**src/rtl/tod_frame_parser.sv**
```systemverilog
// TOD frame parser: hunts, checks and stages TOD frames; commits on PPS rise.
// Optional TOD_AUTO_INC_EN: free-run week_sec on PPS when nothing is pending.
module tod_frame_parser #(
    parameter logic [7:0] HDR0         = 8'h43,
    parameter logic [7:0] HDR1         = 8'h4D,
    parameter logic [7:0] MSG_CLASS    = 8'h01,
    parameter logic [7:0] MSG_ID       = 8'h01,
    parameter int         PAYLOAD_LEN  = 16,
    parameter int         BYTE_TIMEOUT = 125000
) (
    input  logic        clk_125m,
    input  logic        rst_n,
    input  logic        pps,
    input  logic [7:0]  din,
    input  logic        din_vld,
    output logic [15:0] week,
    output logic [31:0] week_sec,
    output logic [7:0]  leap_sec,
    output logic [7:0]  pps_state,
    output logic [7:0]  timesrc_type,
    output logic [7:0]  pps_precision,
    output logic        frame_ok,
    output logic        frame_err,
    output logic [15:0] err_cnt
);

    localparam int              GW      = $clog2(BYTE_TIMEOUT + 1);
    localparam logic [GW-1:0]   GAP_LIM = GW'(BYTE_TIMEOUT - 1);
    localparam logic [15:0]     PLEN    = 16'(PAYLOAD_LEN);
    localparam logic [4:0]      PAY_END = 5'(PAYLOAD_LEN - 1);

    typedef enum logic [2:0] {S_IDLE, S_H1, S_HDR, S_PAY, S_CK} state_t;

    state_t        state, nxt;
    logic [4:0]    cnt;
    logic [7:0]    xsum;
    logic [79:0]   shadow, stage, tod;
    logic          pending, pps_d, pps_rise;
    logic [GW-1:0] gap;
    logic          hdr_bad, timeout, ck_pass, ok_set, err_set;

    assign pps_rise = pps & ~pps_d;
    assign timeout  = (state != S_IDLE) && !din_vld && (gap == GAP_LIM);
    assign ck_pass  = (state == S_CK) && din_vld && (din == xsum);

    // Header field check for the byte currently in the HDR phase
    always_comb begin
        hdr_bad = 1'b0;
        unique case (cnt[1:0])
            2'd0:    hdr_bad = (din != MSG_CLASS);
            2'd1:    hdr_bad = (din != MSG_ID);
            2'd2:    hdr_bad = (din != PLEN[15:8]);
            default: hdr_bad = (din != PLEN[7:0]);
        endcase
    end

    // FSM state register
    always_ff @(posedge clk_125m or negedge rst_n) begin
        if (!rst_n) state <= S_IDLE;
        else        state <= nxt;
    end

    // FSM next state: advances on din_vld, aborts on inter-byte timeout
    always_comb begin
        nxt = state;
        if (timeout) begin
            nxt = S_IDLE;
        end else if (din_vld) begin
            unique case (state)
                S_IDLE: if (din == HDR0) nxt = S_H1;
                S_H1: begin
                    if (din == HDR1)      nxt = S_HDR;
                    else if (din == HDR0) nxt = S_H1;
                    else                  nxt = S_IDLE;
                end
                S_HDR: begin
                    if (hdr_bad)         nxt = S_IDLE;
                    else if (cnt == 5'd3) nxt = S_PAY;
                end
                S_PAY: if (cnt == PAY_END) nxt = S_CK;
                default: nxt = S_IDLE;
            endcase
        end
    end

    // FSM outputs: frame verdicts, registered below
    always_comb begin
        ok_set  = ck_pass;
        err_set = timeout;
        if (din_vld && state == S_HDR && hdr_bad)    err_set = 1'b1;
        if (din_vld && state == S_CK && din != xsum) err_set = 1'b1;
    end

    // Byte counter and running checksum over CLASS..last payload byte
    always_ff @(posedge clk_125m or negedge rst_n) begin
        if (!rst_n) begin
            cnt  <= '0;
            xsum <= '0;
        end else if (din_vld) begin
            unique case (state)
                S_H1: begin
                    cnt  <= '0;
                    xsum <= '0;
                end
                S_HDR: begin
                    cnt  <= (cnt == 5'd3) ? 5'd0 : cnt + 5'd1;
                    xsum <= xsum ^ din;
                end
                S_PAY: begin
                    cnt  <= cnt + 5'd1;
                    xsum <= xsum ^ din;
                end
                default: ;
            endcase
        end
    end

    // Shadow capture: first ten payload bytes shift in MSB first
    always_ff @(posedge clk_125m or negedge rst_n) begin
        if (!rst_n)
            shadow <= '0;
        else if (din_vld && state == S_PAY && cnt < 5'd10)
            shadow <= {shadow[71:0], din};
    end

    // PPS edge detector
    always_ff @(posedge clk_125m or negedge rst_n) begin
        if (!rst_n) pps_d <= 1'b0;
        else        pps_d <= pps;
    end

    // Staging, pending flag and committed time; commit uses pre-update staging
    always_ff @(posedge clk_125m or negedge rst_n) begin
        if (!rst_n) begin
            stage   <= '0;
            pending <= 1'b0;
            tod     <= '0;
        end else begin
            if (ck_pass) begin
                stage   <= shadow;
                pending <= 1'b1;
            end else if (pps_rise) begin
                pending <= 1'b0;
            end
            if (pps_rise && pending) begin
                tod <= stage;
            end
`ifdef TOD_AUTO_INC_EN
            else if (pps_rise) begin
                if (tod[63:32] == 32'd604799) begin
                    tod[63:32] <= '0;
                    tod[79:64] <= tod[79:64] + 16'd1;
                end else begin
                    tod[63:32] <= tod[63:32] + 32'd1;
                end
            end
`endif
        end
    end

    // Verdict pulses and saturating error counter
    always_ff @(posedge clk_125m or negedge rst_n) begin
        if (!rst_n) begin
            frame_ok  <= 1'b0;
            frame_err <= 1'b0;
            err_cnt   <= '0;
        end else begin
            frame_ok  <= ok_set;
            frame_err <= err_set;
            if (err_set && err_cnt != 16'hFFFF)
                err_cnt <= err_cnt + 16'd1;
        end
    end

    // Inter-byte gap counter: cleared by each byte, frozen while idle
    always_ff @(posedge clk_125m or negedge rst_n) begin
        if (!rst_n)                gap <= '0;
        else if (din_vld)          gap <= '0;
        else if (state != S_IDLE)  gap <= gap + 1'b1;
    end

    assign week          = tod[79:64];
    assign week_sec      = tod[63:32];
    assign leap_sec      = tod[31:24];
    assign pps_state     = tod[23:16];
    assign timesrc_type  = tod[15:8];
    assign pps_precision = tod[7:0];

endmodule

```
**config.mk**
```make
export PLATFORM = sky130hd
export DESIGN_NAME = tod_frame_parser
export DESIGN_NICKNAME = d
export VERILOG_FILES = /design/src/rtl/tod_frame_parser.sv
export SDC_FILE = /design/constraint.sdc
export NUM_CORES = 1
export LEC_CHECK = 0
export CORE_AREA = 2 2 141 143
export CTS_BUF_LIST = sky130_fd_sc_hd__clkbuf_4
export CTS_CLUSTER_SIZE = 12
export DETAILED_ROUTE_END_ITERATION = 10
export DIE_AREA = 0 0 143 145
export PLACE_DENSITY = 0.84
export SLEW_MARGIN = 0
export SYNTH_ARGS = -nofsm -noshare
export SYNTH_HDL_FRONTEND = slang
export SYNTH_SLANG_ARGS = --single-unit
export TNS_END_PERCENT = 100
```
**constraint.sdc**
```tcl
create_clock -name clk_125m -period 5.4 [get_ports clk_125m]
set_input_delay 1.62 -clock clk_125m [delete_from_list [all_inputs] [get_ports clk_125m]]
set_output_delay 1.62 -clock clk_125m [all_outputs]
set_load 0.05 [all_outputs]
```
== Word level (Yosys, flattened, before mapping) ==
Index checks and enable logic that the tools add are counted.

* Register bits after elaboration: 293
* Output and inout bits: 98

* Add/sub/neg operators: 3
* Order comparisons: 1
* Eq/ne operators: 19
* Multiplexer cells: 19
* Bitwise operators: 3
* Reductions and logical operators: 26

{| class="wikitable"
|+ Operator list
! kind !! count
|-
| 2-to-1 mux 17 bit || 2
|-
| 2-to-1 mux 3 bit || 6
|-
| adder 17 x 1 -> 17 bit, second input constant || 1
|-
| equality test 17 bit, second input constant || 1
|-
| adder 16 x 1 -> 16 bit, second input constant || 1
|-
| equality test 8 x 7 -> 1 bit, second input constant || 2
|-
| inequality test 16 bit, second input constant || 1
|-
| one-hot mux 8 bit (2 select lines) || 1
|-
| one-hot mux 5 bit (3 select lines) || 1
|-
| one-hot mux 3 bit (4 select lines) || 1
|-
| logical AND 1 bit || 11
|-
| equality test 8 bit || 1
|-
| inequality test 8 x 1 -> 1 bit, second input constant || 1
|-
| inequality test 8 x 5 -> 1 bit, second input constant || 1
|-
| inequality test 8 bit || 1
|-
| nonzero test 2 bit || 4
|-
| nonzero test 8 bit || 1
|-
| bitwise XOR 8 bit || 1
|-
| equality test 3 x 2 -> 1 bit, second input constant || 2
|-
| inequality test 3 bit, second input constant || 2
|-
| nonzero test 3 bit || 2
|-
| adder 5 x 1 -> 5 bit, second input constant || 1
|-
| equality test 5 x 2 -> 1 bit, second input constant || 1
|-
| equality test 5 x 4 -> 1 bit, second input constant || 1
|-
| 18 further kinds || 24
|}

== Longest topological paths before layout ==
Gate-level depths: netlist (run 1).

* Depth after elaboration: 7
* Depth in mapped cells: 9

== Worst setup path before layout (run 1) ==
Ideal clock, no wire load.

* Path kind: input -> register
* Start point: input din[0]
* End point: register err_cnt[11]
* Arrival time: 3.121 ns
* Required time: 5.259 ns
* Setup slack: 2.137 ns
* Stages on the path: 8
* Cell sequence: clkbuf_2 or4b_2 o21ai_0 a211o_2 a31oi_4 buf_6 nand3_1 xnor2_1

* Longest elaborated chain between the ends: 6
* Elaborated cells on any way between the ends: 10
* Classes of those cells: eq/ne: 3; mux: 3; reduce/logical: 4

{| class="wikitable"
|+ RTL lines
! element !! line !! RTL
|-
| from (decl) || 14 || <nowiki>input logic [7:0] din,</nowiki>
|-
| inequality test 8 x 5 -> 1 bit (tied with other cells) || 53 || <nowiki>default: hdr_bad = (din != PLEN[7:0]);</nowiki>
|-
| one-hot mux 1 bit (2 select lines) || 49 || <nowiki>unique case (cnt[1:0])</nowiki>
|-
| logical AND 1 bit || 90 || <nowiki>if (din_vld && state == S_HDR && hdr_bad) err_set = 1'b1;</nowiki>
|-
| 2-to-1 mux 1 bit || 90 ||
|-
| 2-to-1 mux 1 bit (*) || 91 || <nowiki>if (din_vld && state == S_CK && din != xsum) err_set = 1'b1;</nowiki>
|-
| logical AND 1 bit (*) || 170 || <nowiki>if (err_set && err_cnt != 16'hFFFF)</nowiki>
|-
| to (signal assigned) || 171 || <nowiki>err_cnt <= err_cnt + 16'd1;</nowiki>
|-
| to (decl) || 24 || <nowiki>output logic [15:0] err_cnt</nowiki>
|}

Mark *: on every way between the ends. The rest lies on a longest branch, timed or not.
A chain may end at the register's enable or synchronous reset.

== Final worst setup path (run 1) ==
* Start point: register err_cnt[5]
* End point: output err_cnt[5]

No word-level cell between the ends.

==> flow_summary.json, run 1 <==
{
  "status": "complete, no violations",
  "synthDistinctLibCells": 49,
  "ff_latch_area_sq_um": 7330,
  "slew_headroom": 0.407,
  "utilization": 0.723,
  "vias": 6908,
  "synth_area_sq_um": 11700,
  "grt_first_pass_wirelength_microns": 35600,
  "syn_nets": 827,
  "dieArea_sq_um": 20700,
  "hpwl_microns": 13500,
  "grtUsageMet1": 0.297,
  "crit_chain": "clkdlybuf4s50_1",
  "path_delay_family": "buffers and inverters",
  "post-route-drc-count": 0,
  "cts_resized": 0,
  "grt_use_met2": 0.334,
  "skew_ns": 0.0236,
  "critPathKind": "reg -> out",
  "die_width_microns": 143,
  "hold_path_class": "reg -> reg",
  "yosysWarnings": 0,
  "synth_top_area_share": 0.628,
  "synth.most_common_cell": "dfrtp_1",
  "holdBufCountCts": 0,
  "finalHoldViolCount": 0,
  "powerDensity_nw_per_um2": 288,
  "clock-root-buffer": "clkbuf_4",
  "cp_slowest_cell": "clkdlybuf4s50_1",
  "synth_ff_type": "dfrtp_1",
  "use_met3": 0.0518,
  "setup_viol": 0,
  "cts_tree": "done",
  "coreArea_sq_um": 19200,
  "ioPinCount": 110,
  "post-route-period-util": 0.668,
  "post_cts_buffers": 0,
  "dr.pass1.iters": 4,
  "globalplace.congestion": 0.797,
  "stdcell_area_sq_um": 13900,
  "synthCells": 808,
  "synthArstFlopShare": 1.00,
  "syn_area_per_cell_sq_um": 14.4,
  "placedCellCount": 1153,
  "final_nets": 982,
  "grt_pass1_vias": 7187,
  "initial_core_util": 0.608,
  "drt-initial-drc-count": 354,
  "drv_cap": 0,
  "worst_pin_slew_ns": 0.889,
  "wire_per_inst_microns": 16.5,
  "max_stage_delay_ns": 0.86,
  "arrival_ns": 1.99,
  "top_usage_layer": "met2",
  "overflow": 0,
  "postRouteAntennaNets": 0,
  "rows": 51,
  "grt_max_degree": 123,
  "clock.fmax_mhz": 277,
  "crit_fanout": 8,
  "cp_num_buf_inv": 1,
  "required_ns": 3.78,
  "port_buffers": 109,
  "instances_no_fill": 1273,
  "grt.total_usage": 0.215,
  "synthDominantAreaCellType": "dfrtp_1",
  "drive_gt1_frac": 0.355,
  "postPlaceCellArea_sq_um": 13000,
  "syn2layout_area_growth_pct": 19.0,
  "fin_setup_tns_ns": 0,
  "cts_num_sinks": 293,
  "ir_drop_mv": 0.184,
  "ys_seq_elements": 293,
  "setup.worst_path.start_class": "register",
  "synth_area_leaders": "dfrtp_1 (63%), mux2_2 (23%), xnor2_1 (2.0%)",
  "multiInputGateArea_sq_um": 4150,
  "antenna_found_initial": 1,
  "htree_num_levels": 3,
  "chipHeight_microns": 145,
  "synth_edf_count": 0,
  "slew_viol_final": 0,
  "drt-vias-per-instance": 5.43,
  "rsz0062_at_grt": "no",
  "fill_cells": 1267,
  "endpoint_kind": "output pin",
  "finalWirelength_microns": 21000,
  "synth_common_cells": "dfrtp_1 (293), mux2_2 (234), nor2_1 (34)",
  "clk_pin_slew_ns": 0.06,
  "period_needed_ns": 3.61,
  "insertion_delay_ns": 0.65,
  "cts_buffers": 73,
  "clk_path_buf_depth": 3,
  "leakagePower_uw": 0.00690,
  "ys_seq_area_frac": 0.628
}
metal layers:
| layer | part of all wire | routed length [microns] | vias up |
|---|---|---|---|
| li1 | - | - | 3211 |
| met1 | 0.45 | 9440 | 3530 |
| met2 | 0.49 | 10400 | 151 |
| met3 | 0.046 | 967 | 16 |
| met4 | 0.012 | 256 | 0 |
| met5 | 0 | 0 | - |
layout make-up:
| cell class | count | share of cell area |
|---|---|---|
| tap | 265 | 0.0239 |
| sequential | 293 | 0.528 |
| clock inverter | 19 | 0.00721 |
| inverter | 8 | 0.00216 |
| timing repair buffer | 116 | 0.0863 |
| multi-input combinational | 471 | 0.298 |
| clock buffer | 100 | 0.0540 |
| antenna | 1 | 0.000180 |
through the flow:
stage | power (uW) | setup WS [ns] | hold slack [ns]
after floorplan | 2260 | 2.14 | 0.458
after global placement | 2330 | 1.37 | 0.473
after detailed placement | 2330 | 1.35 | 0.490
after CTS | 4050 | 1.75 | 0.499
after global routing | 4190 | 1.69 | 0.514
final | 3990 | 1.79 | 0.500
cell families after synthesis:
kind of cell | Yosys count | share of synthesized area
compound gates | 50 | 0.0259
xor+xnor | 35 | 0.0263
fa+ha+maj | 7 | 0.00750
buf+inv | 44 | 0.0173
flops | 293 | 0.628
mux | 242 | 0.233
simple gates | 137 | 0.0616
sequential cells by signal, summed over array words and instances, names as in the netlist, 3 cells and up:
signal,count
cnt,5
err_cnt,16
gap,17
shadow,80
stage,80
state,3
tod,80
xsum,8
final timing paths:
path | end | slack (ns) | start | cells past startpoint
setup reg to reg | err_cnt[1]$_DFFE_PN0P_ | 3.06 | cnt[0]$_DFFE_PN0P_ | 7
setup / recovery | err_cnt[5] | 1.79 | err_cnt[5]$_DFFE_PN0P_ | 1
hold reg to reg | tod[21]$_DFFE_PN0P_ | 0.50 | stage[21]$_DFFE_PN0P_ | 1
max in group asynchronous | stage[77]$_DFFE_PN0P_ | 3.35 | rst_n | 2
hold / removal | tod[21]$_DFFE_PN0P_ | 0.50 | stage[21]$_DFFE_PN0P_ | 1
min in group asynchronous | tod[35]$_DFFE_PN0P_ | 1.09 | rst_n | 1
report_power, final:
group	leakage [uW]	internal (uW)	total (uW)	switching (uW)
sequential	0.00407	2200	2210	5.44
combinational	0.00232	19.6	78.1	58.5
clock	0.000510	899	1710	811
placed cells by master (no fill, tap or decap), drive strengths merged, types with 6 or more instances in the layout:
cell	instances
mux2	241
ha	7
buf	8
nand4	10
clkdlybuf4s50	108
inv	9
clkbuf	100
a21oi	6
nand3	13
nand2	30
and4	6
clkinv	17
nor3	8
or3	7
xnor2	26
xor2	9
dfrtp	293
and3	10
o21ai	30
nor2	34
No activity file was read; power rests on OpenSTA's default activity.
==> run 2, diff against run 1 <==
--- a/config.mk
+++ b/config.mk
@@ -5,12 +5,12 @@
 export SDC_FILE = /design/constraint.sdc
 export NUM_CORES = 1
 export LEC_CHECK = 0
-export CORE_AREA = 2 2 141 143
+export CORE_AREA = 2 2 144 146
 export CTS_BUF_LIST = sky130_fd_sc_hd__clkbuf_4
 export CTS_CLUSTER_SIZE = 12
 export DETAILED_ROUTE_END_ITERATION = 10
-export DIE_AREA = 0 0 143 145
-export PLACE_DENSITY = 0.84
+export DIE_AREA = 0 0 146 148
+export PLACE_DENSITY = 0.81
 export SLEW_MARGIN = 0
 export SYNTH_ARGS = -nofsm -noshare
 export SYNTH_HDL_FRONTEND = slang
==> constraint.sdc (replaced) <==
create_clock -name clk_125m -period 3.4 [get_ports clk_125m]
set_input_delay 1.02 -clock clk_125m [delete_from_list [all_inputs] [get_ports clk_125m]]
set_output_delay 1.02 -clock clk_125m [all_outputs]
set_load 0.05 [all_outputs]
==> run 2 against run 1 <==
  * Sequential power grew 58%
  * Largest power group unchanged
  * Flip-flop and latch count is the same
  * Die area grew 4.2%
  * Critical endpoint unchanged
==> flow_summary.json, run 2 (synthesis results as in run 1) <==
{
  "slew_headroom": 0.627,
  "swShare": 0.224,
  "required_ns": 2.38,
  "rr_startpoint": "cnt[0]$_DFFE_PN0P_",
  "ioPinCount": 110,
  "arrival_ns": 2.02,
  "crit_fanout": 8,
  "postPlaceCellArea_sq_um": 13200,
  "grt.total_usage": 0.214,
  "htree_num_levels": 3,
  "instances_no_fill": 1303,
  "hold_path_class": "in -> async",
  "clk_pin_slew_ns": 0.07,
  "clk_path_buf_depth": 3,
  "drv_cap": 0,
  "top_regs": "shadow (80), stage (80), tod (80)",
  "holdBufCountCts": 0,
  "grt_pass1_vias": 7405,
  "reg2reg_slack_ns": 1.04,
  "rsz0062_at_grt": "no",
  "drive_gt1_frac": 0.372,
  "post-route-period-util": 0.893,
  "hold-worst-slack_ns": 0.281,
  "worst_pin_slew_ns": 0.558,
  "drt-vias-per-instance": 5.40,
  "power_frac_clock": 0.437,
  "clock-root-buffer": "clkbuf_4",
  "cts_tree": "done",
  "reg2reg_depth": 7,
  "switchingPower_uw": 1450,
  "p_int_uw": 5010,
  "final_common_cell": "dfrtp_1",
  "r2r-end": "err_cnt[1]$_DFFE_PN0P_",
  "dieArea_sq_um": 21600,
  "wire_per_inst_microns": 16.9,
  "utilization": 0.704,
  "max_stage_delay_ns": 0.86,
  "setup.worst_path.start_class": "register",
  "cts_buffers": 75,
  "final_nets": 998,
  "coreArea_sq_um": 20000,
  "insertion_delay_ns": 0.67,
  "grt_first_pass_wirelength_microns": 37200,
  "finalWirelength_microns": 22000,
  "port_buffers": 109,
  "powerDensity_nw_per_um2": 458,
  "fin_setup_tns_ns": 0,
  "initial_core_util": 0.583,
  "postRouteAntennaNets": 0,
  "path_delay_family": "buffers and inverters",
  "post_cts_buffers": 0,
  "post-route-drc-count": 0,
  "clock.fmax_mhz": 329,
  "hpwl_microns": 14300,
  "status": "complete, no violations",
  "mostFrequentLayoutCells": "dfrtp_1 (293), mux2_2 (234), clkbuf_4 (110)",
  "overflow": 0,
  "cts_resized": 0,
  "stdcell_area_sq_um": 14100,
  "crit_chain": "clkdlybuf4s50_1",
  "slew_viol_final": 0,
  "critPathKind": "reg -> out",
  "placedCellCount": 1172,
  "cp_num_buf_inv": 1,
  "globalplace.congestion": 0.874,
  "cp_slowest_cell": "clkdlybuf4s50_1",
  "syn2layout_area_growth_pct": 20.9,
  "pwr-share-seq": 0.542,
  "skew_ns": 0.0425,
  "finalHoldViolCount": 0,
  "rows": 52,
  "die_width_microns": 146,
  "drt-initial-drc-count": 343,
  "power_frac_comb": 0.021,
  "ir_drop_mv": 0.255,
  "cts_num_sinks": 293,
  "setup_viol": 0,
  "antenna_found_initial": 1,
  "vias": 7037,
  "endpoint_kind": "output pin",
  "dr.pass1.iters": 4,
  "grt_max_degree": 83,
  "period_needed_ns": 3.04,
  "chipHeight_microns": 148,
  "leakagePower_uw": 0.00702
}
[run 2: cell count changes in the layout (fill, tap and decap cells not counted), sizes merged]
| cell | delta |
|---|---|
| diode | +1 |
| bufinv | -1 |
| clkinv | -3 |
| clkinvlp | +1 |
| buf | +14 |
| clkbuf | +10 |
| inv | +3 |
[run 2: how the worst max path moves through the flow]
stage	startpoint	endpoint	cells past startpoint
after floorplan	din[0]	err_cnt[11]$_DFFE_PN0P_	8
after global placement	din_vld	err_cnt[1]$_DFFE_PN0P_	6
after detailed placement	din_vld	err_cnt[1]$_DFFE_PN0P_	6
after CTS	err_cnt[5]$_DFFE_PN0P_	err_cnt[5]	1
after global routing	err_cnt[5]$_DFFE_PN0P_	err_cnt[5]	1
final	err_cnt[5]$_DFFE_PN0P_	err_cnt[5]	1
[run 2: area by class of cell]
class	count	area, sq um
flip-flops and latches	293	7330
fillers	1398	5930
multi-input cells	471	4150
repair buffers	130	1350
clock buffers	110	826
well taps	270	338
clock inverters	19	77.6
inverters	8	30.0
diodes	2	5.00
[run 2: power groups by stage]
stage / Clock [uW] / Sequential (uW) / Combinational (uW)
after floorplan: 0 / 3570 / 26.6
after global placement: 0 / 3570 / 138
after detailed placement: 0 / 3570 / 140
after CTS: 2930 / 3500 / 141
after global routing: 3100 / 3500 / 157
final: 2820 / 3500 / 135
[run 2: stage by stage]
step / setup WS, ns / total power [uW]
after detailed placement: 0.118 / 3710
after global placement: 0.165 / 3710
final: 0.363 / 6460
after CTS: 0.312 / 6570
after global routing: 0.297 / 6760
after floorplan: 0.737 / 3590
[run 2: metal layers]
| layer | up-vias | part of all wire | GRT usage |
|---|---|---|---|
| li1 | 3255 | - | - |
| met1 | 3577 | 0.45 | 0.286 |
| met2 | 162 | 0.48 | 0.345 |
| met3 | 43 | 0.047 | 0.0466 |
| met4 | 0 | 0.021 | 0.0888 |
| met5 | - | 0 | 0 |
==> run 3, diff against run 2 <==
--- a/config.mk
+++ b/config.mk
@@ -11,6 +11,7 @@
 export DETAILED_ROUTE_END_ITERATION = 10
 export DIE_AREA = 0 0 146 148
 export PLACE_DENSITY = 0.81
+export REMOVE_ABC_BUFFERS = 1
 export SLEW_MARGIN = 0
 export SYNTH_ARGS = -nofsm -noshare
 export SYNTH_HDL_FRONTEND = slang
==> run 3 against run 2 <==
  * Via count shrank 1.8%
  * Combinational power is essentially flat
  * Critical path type unchanged
  * Design area is 0.56% higher
  * Flip-flop and latch count did not move
  * First-iteration DRC count is 14% lower
  * Clock skew fell by 0.0031 ns
  * Sequential power barely moved
  * Routed wire length is 8.1% lower
  * Critical endpoint unchanged
==> flow_summary.json, run 3 (synthesis results as in run 1) <==
{
  "status": "complete, no violations",
  "port_buffers": 109,
  "swShare": 0.211,
  "vias": 6907,
  "setup.worst_path.start_class": "register",
  "stdcell_area_sq_um": 14200,
  "setup_viol": 0,
  "top_regs": "shadow (80), stage (80), tod (80)",
  "initial_core_util": 0.583,
  "drive_gt1_frac": 0.376,
  "clock-root-buffer": "clkbuf_4",
  "pwr-share-seq": 0.532,
  "power_frac_comb": 0.021,
  "clk_path_buf_depth": 3,
  "finalWirelength_microns": 20200,
  "power_frac_clock": 0.447,
  "hold-worst-slack_ns": 0.360,
  "holdBufCountCts": 0,
  "postRouteAntennaNets": 0,
  "cp_num_buf_inv": 1,
  "dieArea_sq_um": 21600,
  "crit_fanout": 8,
  "arrival_ns": 1.99,
  "post_cts_buffers": 0,
  "hpwl_microns": 13200,
  "setup_ws_ns": 0.394,
  "wire_per_inst_microns": 15.6,
  "utilization": 0.708,
  "final_common_cell": "dfrtp_1",
  "hold_path_class": "in -> async",
  "final_nets": 1003,
  "cts_resized": 0,
  "drt-initial-drc-count": 295,
  "dr.pass1.iters": 5,
  "insertion_delay_ns": 0.67,
  "rsz0062_at_grt": "no",
  "grtUsageMet1": 0.282,
  "rows": 52,
  "required_ns": 2.38,
  "endpoint_kind": "output pin",
  "htree_num_levels": 3,
  "grt_pass1_vias": 7240,
  "postPlaceCellArea_sq_um": 13300,
  "grt_first_pass_wirelength_microns": 35100,
  "grt.total_usage": 0.199,
  "cts_num_sinks": 293,
  "antenna_found_initial": 1,
  "p_int_uw": 5200,
  "drv_cap": 0,
  "die_width_microns": 146,
  "clock.fmax_mhz": 333,
  "switchingPower_uw": 1390,
  "crit_chain": "clkdlybuf4s50_1",
  "fill_cells": 1429,
  "top_usage_layer": "met2",
  "critPathKind": "reg -> out",
  "globalplace.congestion": 0.804,
  "post-route-period-util": 0.884,
  "coreArea_sq_um": 20000,
  "drt-vias-per-instance": 5.33,
  "slew_headroom": 0.555,
  "ioPinCount": 110,
  "skew_ns": 0.0393,
  "path_delay_family": "buffers and inverters",
  "grt_max_degree": 85,
  "max_stage_delay_ns": 0.86,
  "grt_use_met2": 0.307,
  "worst_pin_slew_ns": 0.665,
  "finalHoldViolCount": 0,
  "powerDensity_nw_per_um2": 464,
  "mostFrequentLayoutCells": "dfrtp_1 (293), mux2_2 (234), clkbuf_4 (108), clkdlybuf4s50_1 (108), nor2_1 (34)",
  "cp_slowest_cell": "clkdlybuf4s50_1",
  "leakagePower_uw": 0.00706,
  "period_needed_ns": 3.01,
  "pre_cts_slack_ns": 0.200,
  "cts_tree": "done",
  "slew_viol_final": 0,
  "chipHeight_microns": 148,
  "use_met3": 0.0438,
  "cts_buffers": 74,
  "syn2layout_area_growth_pct": 21.5,
  "overflow": 0,
  "clk_pin_slew_ns": 0.06,
  "ir_drop_mv": 0.226,
  "post-route-drc-count": 0
}
## run 3: changes by cell type in the layout (fill, tap and decap cells not counted), sizes merged
cell,delta
clkinv,-9
inv,-2
diode,-1
clkbuf,-2
bufinv,+3
clkinvlp,-1
buf,+6
## run 3: per-stage QoR
stage | setup TNS (ns) | power (uW) | std cells
after floorplan | -282.51 | 3590 | 772
after CTS | 0 | 6710 | 1296
after detailed placement | 0 | 3710 | 1178
after global routing | 0 | 6890 | 1297
after global placement | 0 | 3710 | 1178
final | 0 | 6580 | 1297
## run 3: metal layers
metal | up-vias | part of all wire
met5 | - | 0
met2 | 177 | 0.47
met3 | 19 | 0.053
li1 | 3237 | -
met4 | 0 | 0.012
met1 | 3474 | 0.46
## run 3: worst paths after layout
path,startpoint,end,slack [ns],cells after the start
worst max-delay path,err_cnt[5]$_DFFE_PN0P_,err_cnt[5],0.39,1
worst min-delay path,rst_n,tod[78]$_DFFE_PN0P_,0.36,1
worst max register to register,cnt[0]$_DFFE_PN0P_,err_cnt[1]$_DFFE_PN0P_,1.04,8
worst min register to register,stage[71]$_DFFE_PN0P_,tod[71]$_DFFE_PN0P_,0.47,1
max in group asynchronous,rst_n,err_cnt[9]$_DFFE_PN0P_,2.16,2
min in group clk_125m,stage[71]$_DFFE_PN0P_,tod[71]$_DFFE_PN0P_,0.47,1
## run 3: area by class of cell
cell class              count  area, sq um  share of cell area
diodes                      1         2.50            0.000176
clock buffers             108          811              0.0571
clock inverters            10          116             0.00820
inverters                   8         30.0             0.00212
multi-input cells         471         4150               0.292
flip-flops and latches    293         7330               0.517
well taps                 270          338              0.0238
repair buffers            136         1410              0.0995
## run 3: power by group through the flow
| stage | registers (uW) | clock network, uW | logic [uW] |
|---|---|---|---|
| after global placement | 3570 | 0 | 139 |
| final | 3500 | 2940 | 136 |
| after detailed placement | 3570 | 0 | 142 |
| after floorplan | 3570 | 0 | 22.5 |
| after CTS | 3500 | 3060 | 142 |
| after global routing | 3500 | 3230 | 158 |
